`config.mk`:
```
export PLATFORM = sky130hd
export DESIGN_NAME = multicycle_controller_flat
export DESIGN_NICKNAME = d
export VERILOG_FILES = /design/src/rtl/multicycle_controller_if.sv /design/src/rtl/multicycle_controller.sv /design/src/flat_wrapper.sv
export SDC_FILE = /design/constraint.sdc
export NUM_CORES = 1
export LEC_CHECK = 0
export CAP_MARGIN = 20
export CORE_MARGIN = 3
export CORE_UTILIZATION = 40
export DETAILED_ROUTE_END_ITERATION = 10
export HOLD_SLACK_MARGIN = 0.1
export PLACE_DENSITY_LB_ADDON = 0.1
export SLEW_MARGIN = 20
export SYNTH_ARGS = -nofsm -noshare
export SYNTH_HDL_FRONTEND = slang
export SYNTH_SLANG_ARGS = --single-unit
```
`constraint.sdc`:
```
create_clock -name clk -period 4.99 [get_ports clk]
set_clock_uncertainty 0.05 [all_clocks]
set_input_delay 0.998 -clock clk [delete_from_list [all_inputs] [get_ports clk]]
set_output_delay 0.998 -clock clk [all_outputs]
set_load 0.01 [all_outputs]
```
`src/rtl/multicycle_controller_if.sv`:
```
// Control bus between the multicycle datapath and its controller.
// The datapath (master) supplies the instruction register and ALU flags;
// the controller (slave) returns write enables, mux selects and debug state.
interface multicycle_controller_if;
  logic [31:0] Instr;
  logic [3:0]  ALUFlags;
  logic        PCWrite;
  logic        IRWrite;
  logic        RegWrite;
  logic        MemWrite;
  logic        AdrSrc;
  logic        ALUSrcA;
  logic [1:0]  ALUSrcB;
  logic [1:0]  ResultSrc;
  logic [1:0]  ImmSrc;
  logic [1:0]  RegSrc;
  logic [1:0]  ALUControl;
  logic        IllegalInstr;
  logic [3:0]  State;

  modport master (
    output Instr, ALUFlags,
    input  PCWrite, IRWrite, RegWrite, MemWrite, AdrSrc, ALUSrcA, ALUSrcB, ResultSrc,
    input  ImmSrc, RegSrc, ALUControl, IllegalInstr, State
  );

  modport slave (
    input  Instr, ALUFlags,
    output PCWrite, IRWrite, RegWrite, MemWrite, AdrSrc, ALUSrcA, ALUSrcB, ResultSrc,
    output ImmSrc, RegSrc, ALUControl, IllegalInstr, State
  );
endinterface

```
`src/rtl/multicycle_controller.sv`:
```
// Multicycle ARM-subset control unit: one FSM sequences fetch/decode/execute,
// holds the NZCV flags and the condition result latched at decode, and gates
// every architectural write by that condition.
module multicycle_controller (
  input logic                   clk,
  input logic                   reset,
  multicycle_controller_if.slave bus
);

  typedef enum logic [3:0] {
    StFetch  = 4'd0,
    StDecode = 4'd1,
    StMemAdr = 4'd2,
    StMemRd  = 4'd3,
    StMemWb  = 4'd4,
    StMemWr  = 4'd5,
    StExecR  = 4'd6,
    StExecI  = 4'd7,
    StAluWb  = 4'd8,
    StBranch = 4'd9
  } state_e;

  state_e      state_q;
  logic [3:0]  flags_q;
  logic        condex_q;

  logic [3:0]  cond;
  logic [1:0]  op;
  logic        i_bit;
  logic [3:0]  cmd;
  logic        s_bit;
  logic [3:0]  rd;
  logic        unused_instr;

  assign cond         = bus.Instr[31:28];
  assign op           = bus.Instr[27:26];
  assign i_bit        = bus.Instr[25];
  assign cmd          = bus.Instr[24:21];
  assign s_bit        = bus.Instr[20];
  assign rd           = bus.Instr[15:12];
  assign unused_instr = ^{bus.Instr[19:16], bus.Instr[11:0]};

  logic        cond_ex;
  logic        legal_dp;
  logic        is_cmp;
  logic        is_arith;
  logic [1:0]  dp_alu;

  // Evaluate the condition field against the stored NZCV flags.
  always_comb begin
    cond_ex = 1'b0;
    case (cond)
      4'b0000: cond_ex = flags_q[2];
      4'b0001: cond_ex = ~flags_q[2];
      4'b0010: cond_ex = flags_q[1];
      4'b0011: cond_ex = ~flags_q[1];
      4'b0100: cond_ex = flags_q[3];
      4'b0101: cond_ex = ~flags_q[3];
      4'b0110: cond_ex = flags_q[0];
      4'b0111: cond_ex = ~flags_q[0];
      4'b1000: cond_ex = flags_q[1] & ~flags_q[2];
      4'b1001: cond_ex = ~flags_q[1] | flags_q[2];
      4'b1010: cond_ex = (flags_q[3] == flags_q[0]);
      4'b1011: cond_ex = (flags_q[3] != flags_q[0]);
      4'b1100: cond_ex = ~flags_q[2] & (flags_q[3] == flags_q[0]);
      4'b1101: cond_ex = flags_q[2] | (flags_q[3] != flags_q[0]);
      4'b1110: cond_ex = 1'b1;
      default: cond_ex = 1'b0;
    endcase
  end

  // Decode the data-processing command into an ALU operation and legality.
  always_comb begin
    legal_dp = 1'b1;
    is_cmp   = 1'b0;
    is_arith = 1'b0;
    dp_alu   = 2'b00;
    case (cmd)
      4'b0100: begin dp_alu = 2'b00; is_arith = 1'b1; end
      4'b0010: begin dp_alu = 2'b01; is_arith = 1'b1; end
      4'b0000: dp_alu = 2'b10;
      4'b1100: dp_alu = 2'b11;
      4'b1010: begin dp_alu = 2'b01; is_cmp = 1'b1; end
      default: legal_dp = 1'b0;
    endcase
  end

  // Sequence the instruction phases and update condition/flag state.
  always_ff @(posedge clk or negedge reset) begin
    if (!reset) begin
      state_q  <= StFetch;
      flags_q  <= 4'b0000;
      condex_q <= 1'b0;
    end else begin
      case (state_q)
        StFetch:  state_q <= StDecode;
        StDecode: begin
          condex_q <= cond_ex;
          case (op)
            2'b01:   state_q <= StMemAdr;
            2'b00:   state_q <= !legal_dp ? StFetch : (i_bit ? StExecI : StExecR);
            2'b10:   state_q <= StBranch;
            default: state_q <= StFetch;
          endcase
        end
        StMemAdr: state_q <= s_bit ? StMemRd : StMemWr;
        StMemRd:  state_q <= StMemWb;
        StExecR, StExecI: begin
          state_q <= StAluWb;
          if (condex_q) begin
            if (s_bit || is_cmp) flags_q[3:2] <= bus.ALUFlags[3:2];
            if ((s_bit && is_arith) || is_cmp) flags_q[1:0] <= bus.ALUFlags[1:0];
          end
        end
        default:  state_q <= StFetch;
      endcase
    end
  end

  logic regw_req;
  logic memw_req;
  logic branch_req;

  // Drive mux selects and gated write enables from the current state.
  always_comb begin
    regw_req         = 1'b0;
    memw_req         = 1'b0;
    branch_req       = 1'b0;
    bus.IRWrite      = 1'b0;
    bus.AdrSrc       = 1'b0;
    bus.ALUSrcA      = 1'b0;
    bus.ALUSrcB      = 2'b00;
    bus.ResultSrc    = 2'b00;
    bus.ALUControl   = 2'b00;
    bus.IllegalInstr = 1'b0;
    case (state_q)
      StFetch: begin
        bus.IRWrite   = 1'b1;
        bus.ALUSrcA   = 1'b1;
        bus.ALUSrcB   = 2'b10;
        bus.ResultSrc = 2'b10;
      end
      StDecode: begin
        bus.ALUSrcA      = 1'b1;
        bus.ALUSrcB      = 2'b10;
        bus.ResultSrc    = 2'b10;
        bus.IllegalInstr = (op == 2'b11) || ((op == 2'b00) && !legal_dp);
      end
      StMemAdr: bus.ALUSrcB = 2'b01;
      StMemRd:  bus.AdrSrc = 1'b1;
      StMemWb: begin
        bus.ResultSrc = 2'b01;
        regw_req      = 1'b1;
      end
      StMemWr: begin
        bus.AdrSrc = 1'b1;
        memw_req   = 1'b1;
      end
      StExecR:  bus.ALUControl = dp_alu;
      StExecI: begin
        bus.ALUSrcB    = 2'b01;
        bus.ALUControl = dp_alu;
      end
      StAluWb:  regw_req = !is_cmp;
      StBranch: begin
        bus.ALUSrcB   = 2'b01;
        bus.ResultSrc = 2'b10;
        branch_req    = 1'b1;
      end
      default: ;
    endcase
    bus.RegWrite = regw_req & condex_q;
    bus.MemWrite = memw_req & condex_q;
    // A register write to R15 is a PC write.
    bus.PCWrite  = (state_q == StFetch) |
                   (condex_q & (branch_req | (regw_req & (rd == 4'd15))));
  end

  assign bus.ImmSrc = op;
  assign bus.RegSrc = {op == 2'b01, op == 2'b10};
  assign bus.State  = state_q;

endmodule

```
`src/flat_wrapper.sv`:
```
// flat-port wrapper written by rule: the top's interface ports become plain ports
module multicycle_controller_flat 
  (clk, reset, bus_Instr, bus_ALUFlags, bus_PCWrite, bus_IRWrite, bus_RegWrite, bus_MemWrite, bus_AdrSrc, bus_ALUSrcA, bus_ALUSrcB, bus_ResultSrc, bus_ImmSrc, bus_RegSrc, bus_ALUControl, bus_IllegalInstr, bus_State);
  multicycle_controller_if bus_i ();
  input logic clk;
  input logic reset;
  input wire logic [$bits(bus_i.Instr)-1:0] bus_Instr;
  input wire logic [$bits(bus_i.ALUFlags)-1:0] bus_ALUFlags;
  output wire logic [$bits(bus_i.PCWrite)-1:0] bus_PCWrite;
  output wire logic [$bits(bus_i.IRWrite)-1:0] bus_IRWrite;
  output wire logic [$bits(bus_i.RegWrite)-1:0] bus_RegWrite;
  output wire logic [$bits(bus_i.MemWrite)-1:0] bus_MemWrite;
  output wire logic [$bits(bus_i.AdrSrc)-1:0] bus_AdrSrc;
  output wire logic [$bits(bus_i.ALUSrcA)-1:0] bus_ALUSrcA;
  output wire logic [$bits(bus_i.ALUSrcB)-1:0] bus_ALUSrcB;
  output wire logic [$bits(bus_i.ResultSrc)-1:0] bus_ResultSrc;
  output wire logic [$bits(bus_i.ImmSrc)-1:0] bus_ImmSrc;
  output wire logic [$bits(bus_i.RegSrc)-1:0] bus_RegSrc;
  output wire logic [$bits(bus_i.ALUControl)-1:0] bus_ALUControl;
  output wire logic [$bits(bus_i.IllegalInstr)-1:0] bus_IllegalInstr;
  output wire logic [$bits(bus_i.State)-1:0] bus_State;
  assign bus_i.Instr = bus_Instr;
  assign bus_i.ALUFlags = bus_ALUFlags;
  assign bus_PCWrite = bus_i.PCWrite;
  assign bus_IRWrite = bus_i.IRWrite;
  assign bus_RegWrite = bus_i.RegWrite;
  assign bus_MemWrite = bus_i.MemWrite;
  assign bus_AdrSrc = bus_i.AdrSrc;
  assign bus_ALUSrcA = bus_i.ALUSrcA;
  assign bus_ALUSrcB = bus_i.ALUSrcB;
  assign bus_ResultSrc = bus_i.ResultSrc;
  assign bus_ImmSrc = bus_i.ImmSrc;
  assign bus_RegSrc = bus_i.RegSrc;
  assign bus_ALUControl = bus_i.ALUControl;
  assign bus_IllegalInstr = bus_i.IllegalInstr;
  assign bus_State = bus_i.State;
  multicycle_controller u_core (.clk(clk), .reset(reset), .bus(bus_i));
endmodule
```
=== Word level (Yosys, flattened, before mapping) ===
Cells that the tools add are included.
W data, S select, Z words.

* Register bits after elaboration: 9
* Logic and storage cells: 92

* Equal/unequal tests: 33
* Multiplexer cells: 20
* Bitwise logic cells: 14
* Reduce and logical (&&, ||, !) cells: 21

{| class="wikitable"
|+ Operator list
! operator !! number
|-
| $eq A4 B4 Y1 const B || 12
|-
| $eq A4 B3 Y1 const B || 9
|-
| $eq A4 B2 Y1 const B || 5
|-
| $pmux W4 S5 || 1
|-
| $pmux W1 S15 || 1
|-
| $logic_not A4 Y1 || 3
|-
| $pmux W4 S3 || 1
|-
| $mux W1 || 10
|-
| $reduce_or A2 Y1 || 5
|-
| $eq A4 B1 Y1 const B || 2
|-
| $pmux W2 S2 || 2
|-
| $and A1 B1 Y1 || 6
|-
| $pmux W2 S3 || 1
|-
| $reduce_and A3 Y1 || 2
|-
| $reduce_or A3 Y1 || 2
|-
| $reduce_or A5 Y1 || 1
|-
| $eq A2 B2 Y1 const B || 2
|-
| $mux W4 || 1
|-
| $not A1 Y1 || 4
|-
| $or A1 B1 Y1 || 4
|-
| $logic_or A1 B1 Y1 || 3
|-
| $mux W3 || 1
|-
| $eq A2 B1 Y1 const B || 1
|-
| $logic_and A1 B1 Y1 || 2
|-
| 6 further kinds || 7
|}

=== Depth between registers and ports, before layout ===
* Depth in word-level cells: 8
* Gate-level depth with buffers: 7
* Depth with buffers taken out: 5

=== Worst setup path before layout ===
Ideal clock, no wire load.

* Path type: input to output
* Start point: input port bus_Instr[23]
* End point: output port bus_PCWrite
* Data arrival time: 1780 ps
* Required time: 3942 ps
* Slack: 2162 ps
* Stages on the path: 5
* Cells stage by stage: nand2b_1 -> nor3b_1 -> nor3_1 -> o21ai_0 -> o31ai_1

* Cells in the longest elaborated chain, start to end: 8

{| class="wikitable"
|+ Ends and longest elaborated chain
! element !! line !! text
|-
| start, declared || flat_wrapper.sv:7 || <nowiki>input wire logic [$bits(bus_i.Instr)-1:0] bus_Instr;</nowiki>
|-
| $eq A4 B4 Y1 || multicycle_controller.sv:78 || <nowiki>case (cmd)</nowiki>
|-
| $mux W1 || multicycle_controller.sv:78 ||
|-
| $logic_not A1 Y1 || multicycle_controller.sv:164 || <nowiki>StAluWb: regw_req = !is_cmp;</nowiki>
|-
| $pmux W1 S2 || multicycle_controller.sv:136 || <nowiki>case (state_q)</nowiki>
|-
| $and A1 B1 Y1 || multicycle_controller.sv:176 || <nowiki>(condex_q & (branch_req | (regw_req & (rd == 4'd15))));</nowiki>
|-
| $or A1 B1 Y1 || multicycle_controller.sv:176 ||
|-
| $and A1 B1 Y1 || multicycle_controller.sv:176 ||
|-
| $or A1 B1 Y1 || multicycle_controller.sv:175 || <nowiki>bus.PCWrite = (state_q == StFetch) |</nowiki>
|-
| end, declared || flat_wrapper.sv:9 || <nowiki>output wire logic [$bits(bus_i.PCWrite)-1:0] bus_PCWrite;</nowiki>
|}

Every way passes these cells.

=== Final worst setup path ===
Ends and elaborated chain as after synthesis.

==> PnR_summary.wiki <==
{| class="wikitable"
! Metric !! Value
|-
| Net count after synthesis || 155
|-
| Cell area power density || 419 nW/um^2
|-
| Initial antenna violation count || 0
|-
| Post-DRT Antenna Nets || 0
|-
| Area of all placed cells without fillers || ~1400 sq um
|-
| Mapped Avg Cell Area || around 8 sq um
|-
| Die Span X || between 50 and 60 um
|-
| Count of state elements after synthesis || 9
|-
| RSZ-0062 raised after global routing || no
|-
| Maximum operating frequency || 0.248 GHz
|-
| Maximum ir drop on the vdd rail || between 0.3 and 0.4 mV
|-
| Effective utilization at floorplan || approximately 43%
|-
| Number of CTS-inserted buffers || 3
|-
| Int Power || 333 uW
|-
| Wire length of the first global-routing pass || 3520 um
|-
| Number of iterations in the first detailed-routing pass || 4
|-
| Io pins || a little under 60
|-
| Multi-input logic area || between 600 and 700 sq um
|-
| Fin nets || a little under 200
|-
| Area enclosed by the die boundary || approximately 3000 sq um
|-
| Area of the placeable core || about 2300 sq um
|-
| Area leader, netlist || sky130_fd_sc_hd__dfrtp_1
|-
| Number of max-capacitance violations reported || 0
|-
| Part of the cycle the worst path needs || ~81%
|-
| Sw Ratio || around 42%
|-
| Total Neg Setup Slack || 0 ns
|-
| Transition time at the pin with the least slew margin || between 0.4 and 0.5 ns
|-
| Total routed wire length on the met1 layer || ~1100 um
|-
| Detailed placer's ending HPWL || 1840 um
|-
| Clock tree sinks || 9
|-
| Netlist area before placement || about 960 sq um
|-
| Post-placement cell area || approximately 1300 sq um
|-
| Count of pins over their slew limit || 0
|-
| Sequential-to-total area share from yosys stat || between 20% and 30%
|-
| Share of the synthesized area in the top cell type || 23.5%
|-
| Pin count of the biggest net entering global routing || 17
|-
| Wirelength, routed || approximately 2400 um
|-
| Reg-to-reg slack, setup || between 3 and 4 ns
|-
| Post-synthesis cell type count || 49
|-
| Drt first-iter violations || 16
|-
| Reg2reg end || u_core.flags_q[0]
|-
| Share of total power in combinational logic || a little over three fifths
|-
| H-Tree Depth || 1
|-
| Number of cell instances on the worst register-to-register path || 4
|-
| Cell types occupying the most area after synthesis || sky130_fd_sc_hd__dfrtp_1, sky130_fd_sc_hd__a21oi_1, sky130_fd_sc_hd__nor3_1, sky130_fd_sc_hd__mux2_1, sky130_fd_sc_hd__nor2_1
|-
| Crit end category || output pin
|-
| Final hold violations || 0
|-
| Data required time of the worst path || slightly below 4 ns
|-
| Mapped Cells || ~120
|-
| Clk Latency, worst-skew pair || around 0.25 ns
|-
| Critical path class || in -> out
|-
| Warnings, synthesis || 0
|-
| Number of endpoints failing setup at the final stage || 0
|-
| Critical path startpoint category || input pin
|-
| Leakage || 0.000519 uW
|-
| Placement row count || 17
|-
| Routability cong. || ~0.83
|-
| Number of hold buffers added after CTS || 0
|-
| Wirelength per Cell || 13.2 um
|-
| Number of gates resized after cts || 0
|-
| Reg2Reg Launch Point || u_core.bus.State[2]
|-
| Die Height || between 50 and 60 um
|-
| Reg power frac || approximately 28%
|-
| Highest metal used || met3
|-
| Min Tclk post-route || 4.03 ns
|-
| Fraction of final layout cells sized beyond drive strength 1 || approximately 7%
|-
| Total net switching power || around 240 uW
|-
| Max-Slew Margin vs Limit || around 70%
|-
| GRT Util Overall || between 10% and 20%
|-
| Overflow left after global routing || 0
|-
| Mean number of vias per cell || 5.51
|-
| Startpoint of the tightest hold check path || u_core.flags_q[1]
|-
| Number of buffers added on ports || 42
|-
| Number of DRC violations after detailed routing || 0
|-
| Routed wl met2 || 1100 um
|-
| HP Class || reg -> reg
|-
| Worst hold endpoint || u_core.flags_q[1]
|-
| Via count || ~1k
|-
| Clock buffer depth || 2
|-
| Reg clk slew, reported paths || approximately 0.060 ns
|-
| Critical path arrival || 2.98 ns
|-
| Sequential cell area || between 200 and 250 sq um
|-
| CTS tree || done
|-
| Count of inserted antenna diode cells || 0
|-
| Min-Delay Path Depth || 1
|-
| Fill cell instance count of the final layout || approximately 220
|-
| Detail Route met3 WL || between 150 and 200 um
|-
| Power share of the clock group || under 10%
|-
| Growth of design area from synthesis to finish || 43.0%
|-
| Count of buffers added by post-CTS timing repair for setup || 0
|-
| Vias in the first global route || ~800
|-
| Root buf cell || sky130_fd_sc_hd__clkbuf_4
|-
| Critical Path Fanout Max || 6
|-
| Outcome || finished, final reports clean
|}
[area by class of cell]
cell class / instances / area share [%]
multi-input cells: 94 / 47.1
repair buffers: 42 / 30.6
clock buffers: 4 / 1.91
well taps: 28 / 2.55
flip-flops and latches: 9 / 16.4
inverters: 5 / 1.37
[power by group through the flow]
stage / Sequential, uW / Combinational (uW) / Clock [uW]
after floorplan: 135 / 235 / 0
after global placement: 165 / 356 / 0
after detailed placement: 164 / 361 / 0
after CTS: 163 / 363 / 55.0
after global routing: 171 / 395 / 61.4
final: 164 / 359 / 52.4
[cell usage after synthesis (all sizes together)]
cell,count
o32a,1
and3,2
o311ai,1
nand3,1
and3b,1
a41oi,2
a211oi,3
a21boi,1
nor2,10
xor2,2
mux2,4
nand2b,5
nor3,10
mux2i,2
a22oi,1
or3,1
o2111ai,1
and4bb,1
or2,2
nor2b,6
inv,5
o31ai,1
or3b,1
a21oi,10
a31oi,2
o22ai,1
nor4,2
o41a,1
o21ai,6
or4b,1
buf,7
clkbuf,2
nand3b,1
xnor2,2
o41ai,1
dfrtp,9
nor3b,2
nand4b,1
nand2,5
[sequential cells by signal, indices dropped and copies added (netlist names)]
name / flops
u_core.bus.State: 4
u_core.flags_q: 4
u_core.condex_q: 1
[stage by stage]
step	total power (uW)	hold slack, ns	setup WS, ns	instances	util (%)
floorplan	370	0.422	2.16	117	-
CTS	581	0.472	0.953	182	60.9
global placement	520	0.441	1.01	178	59.7
finish	575	0.466	0.958	182	60.9
global route	628	0.513	0.813	182	60.9
detailed placement	525	0.461	0.960	178	59.7
[worst max-delay path, stage by stage]
cell	delay [ns]
sky130_fd_sc_hd__clkdlybuf4s50_1	0.52
sky130_fd_sc_hd__nand2b_1	0.23
sky130_fd_sc_hd__nor3b_1	0.40
sky130_fd_sc_hd__nor3_1	0.09
sky130_fd_sc_hd__o21ai_0	0.18
sky130_fd_sc_hd__o31ai_1	0.09
sky130_fd_sc_hd__clkdlybuf4s50_1	0.49
[placed cells by master, fill, tap and decap left out, types with 2 or more instances in the layout]
master                             n
sky130_fd_sc_hd__xor2_1            2
sky130_fd_sc_hd__mux2_1            4
sky130_fd_sc_hd__nor4_1            2
sky130_fd_sc_hd__mux2i_1           2
sky130_fd_sc_hd__nor3_1            9
sky130_fd_sc_hd__xnor2_1           2
sky130_fd_sc_hd__nand2b_1          4
sky130_fd_sc_hd__nor2b_1           6
sky130_fd_sc_hd__clkdlybuf4s50_1  42
sky130_fd_sc_hd__o21ai_0           4
sky130_fd_sc_hd__nor2_1           10
sky130_fd_sc_hd__nand2_1           4
sky130_fd_sc_hd__o21ai_1           2
sky130_fd_sc_hd__and3_1            2
sky130_fd_sc_hd__a211oi_1          2
sky130_fd_sc_hd__a31oi_1           2
sky130_fd_sc_hd__clkbuf_4          3
sky130_fd_sc_hd__nor3b_1           2
sky130_fd_sc_hd__inv_1             5
sky130_fd_sc_hd__a21oi_1           9
sky130_fd_sc_hd__dfrtp_1           9
[logic make-up (layout without fill, tap and decap cells)]
group | Yosys count | in the layout | share of synthesized area, %
simple gates | 52 | 52 | 33.5
xor+xnor | 4 | 4 | 3.65
mux | 6 | 6 | 6.78
flops | 9 | 9 | 23.5
compound gates | 32 | 32 | 23.5
buf+inv | 14 | 51 | 9.13
[worst max-delay path by stage]
stage	from	endpoint	slack (ns)	depth (start not counted)
floorplan	bus_Instr[23]	bus_PCWrite	2.16	5
global placement	bus_Instr[23]	bus_PCWrite	1.01	7
detailed placement	bus_Instr[23]	bus_PCWrite	0.96	7
CTS	bus_Instr[23]	bus_PCWrite	0.95	7
global route	bus_Instr[23]	bus_PCWrite	0.81	7
finish	bus_Instr[23]	bus_PCWrite	0.96	7
[routing by layer]
| metal | up-vias | global-route usage [%] |
|---|---|---|
| met5 | - | 0 |
| met4 | 0 | 4.86 |
| met3 | 0 | 2.41 |
| met2 | 36 | 24.6 |
| met1 | 461 | 22.1 |
| li1 | 505 | - |
(Power assumes the default switching activity.)
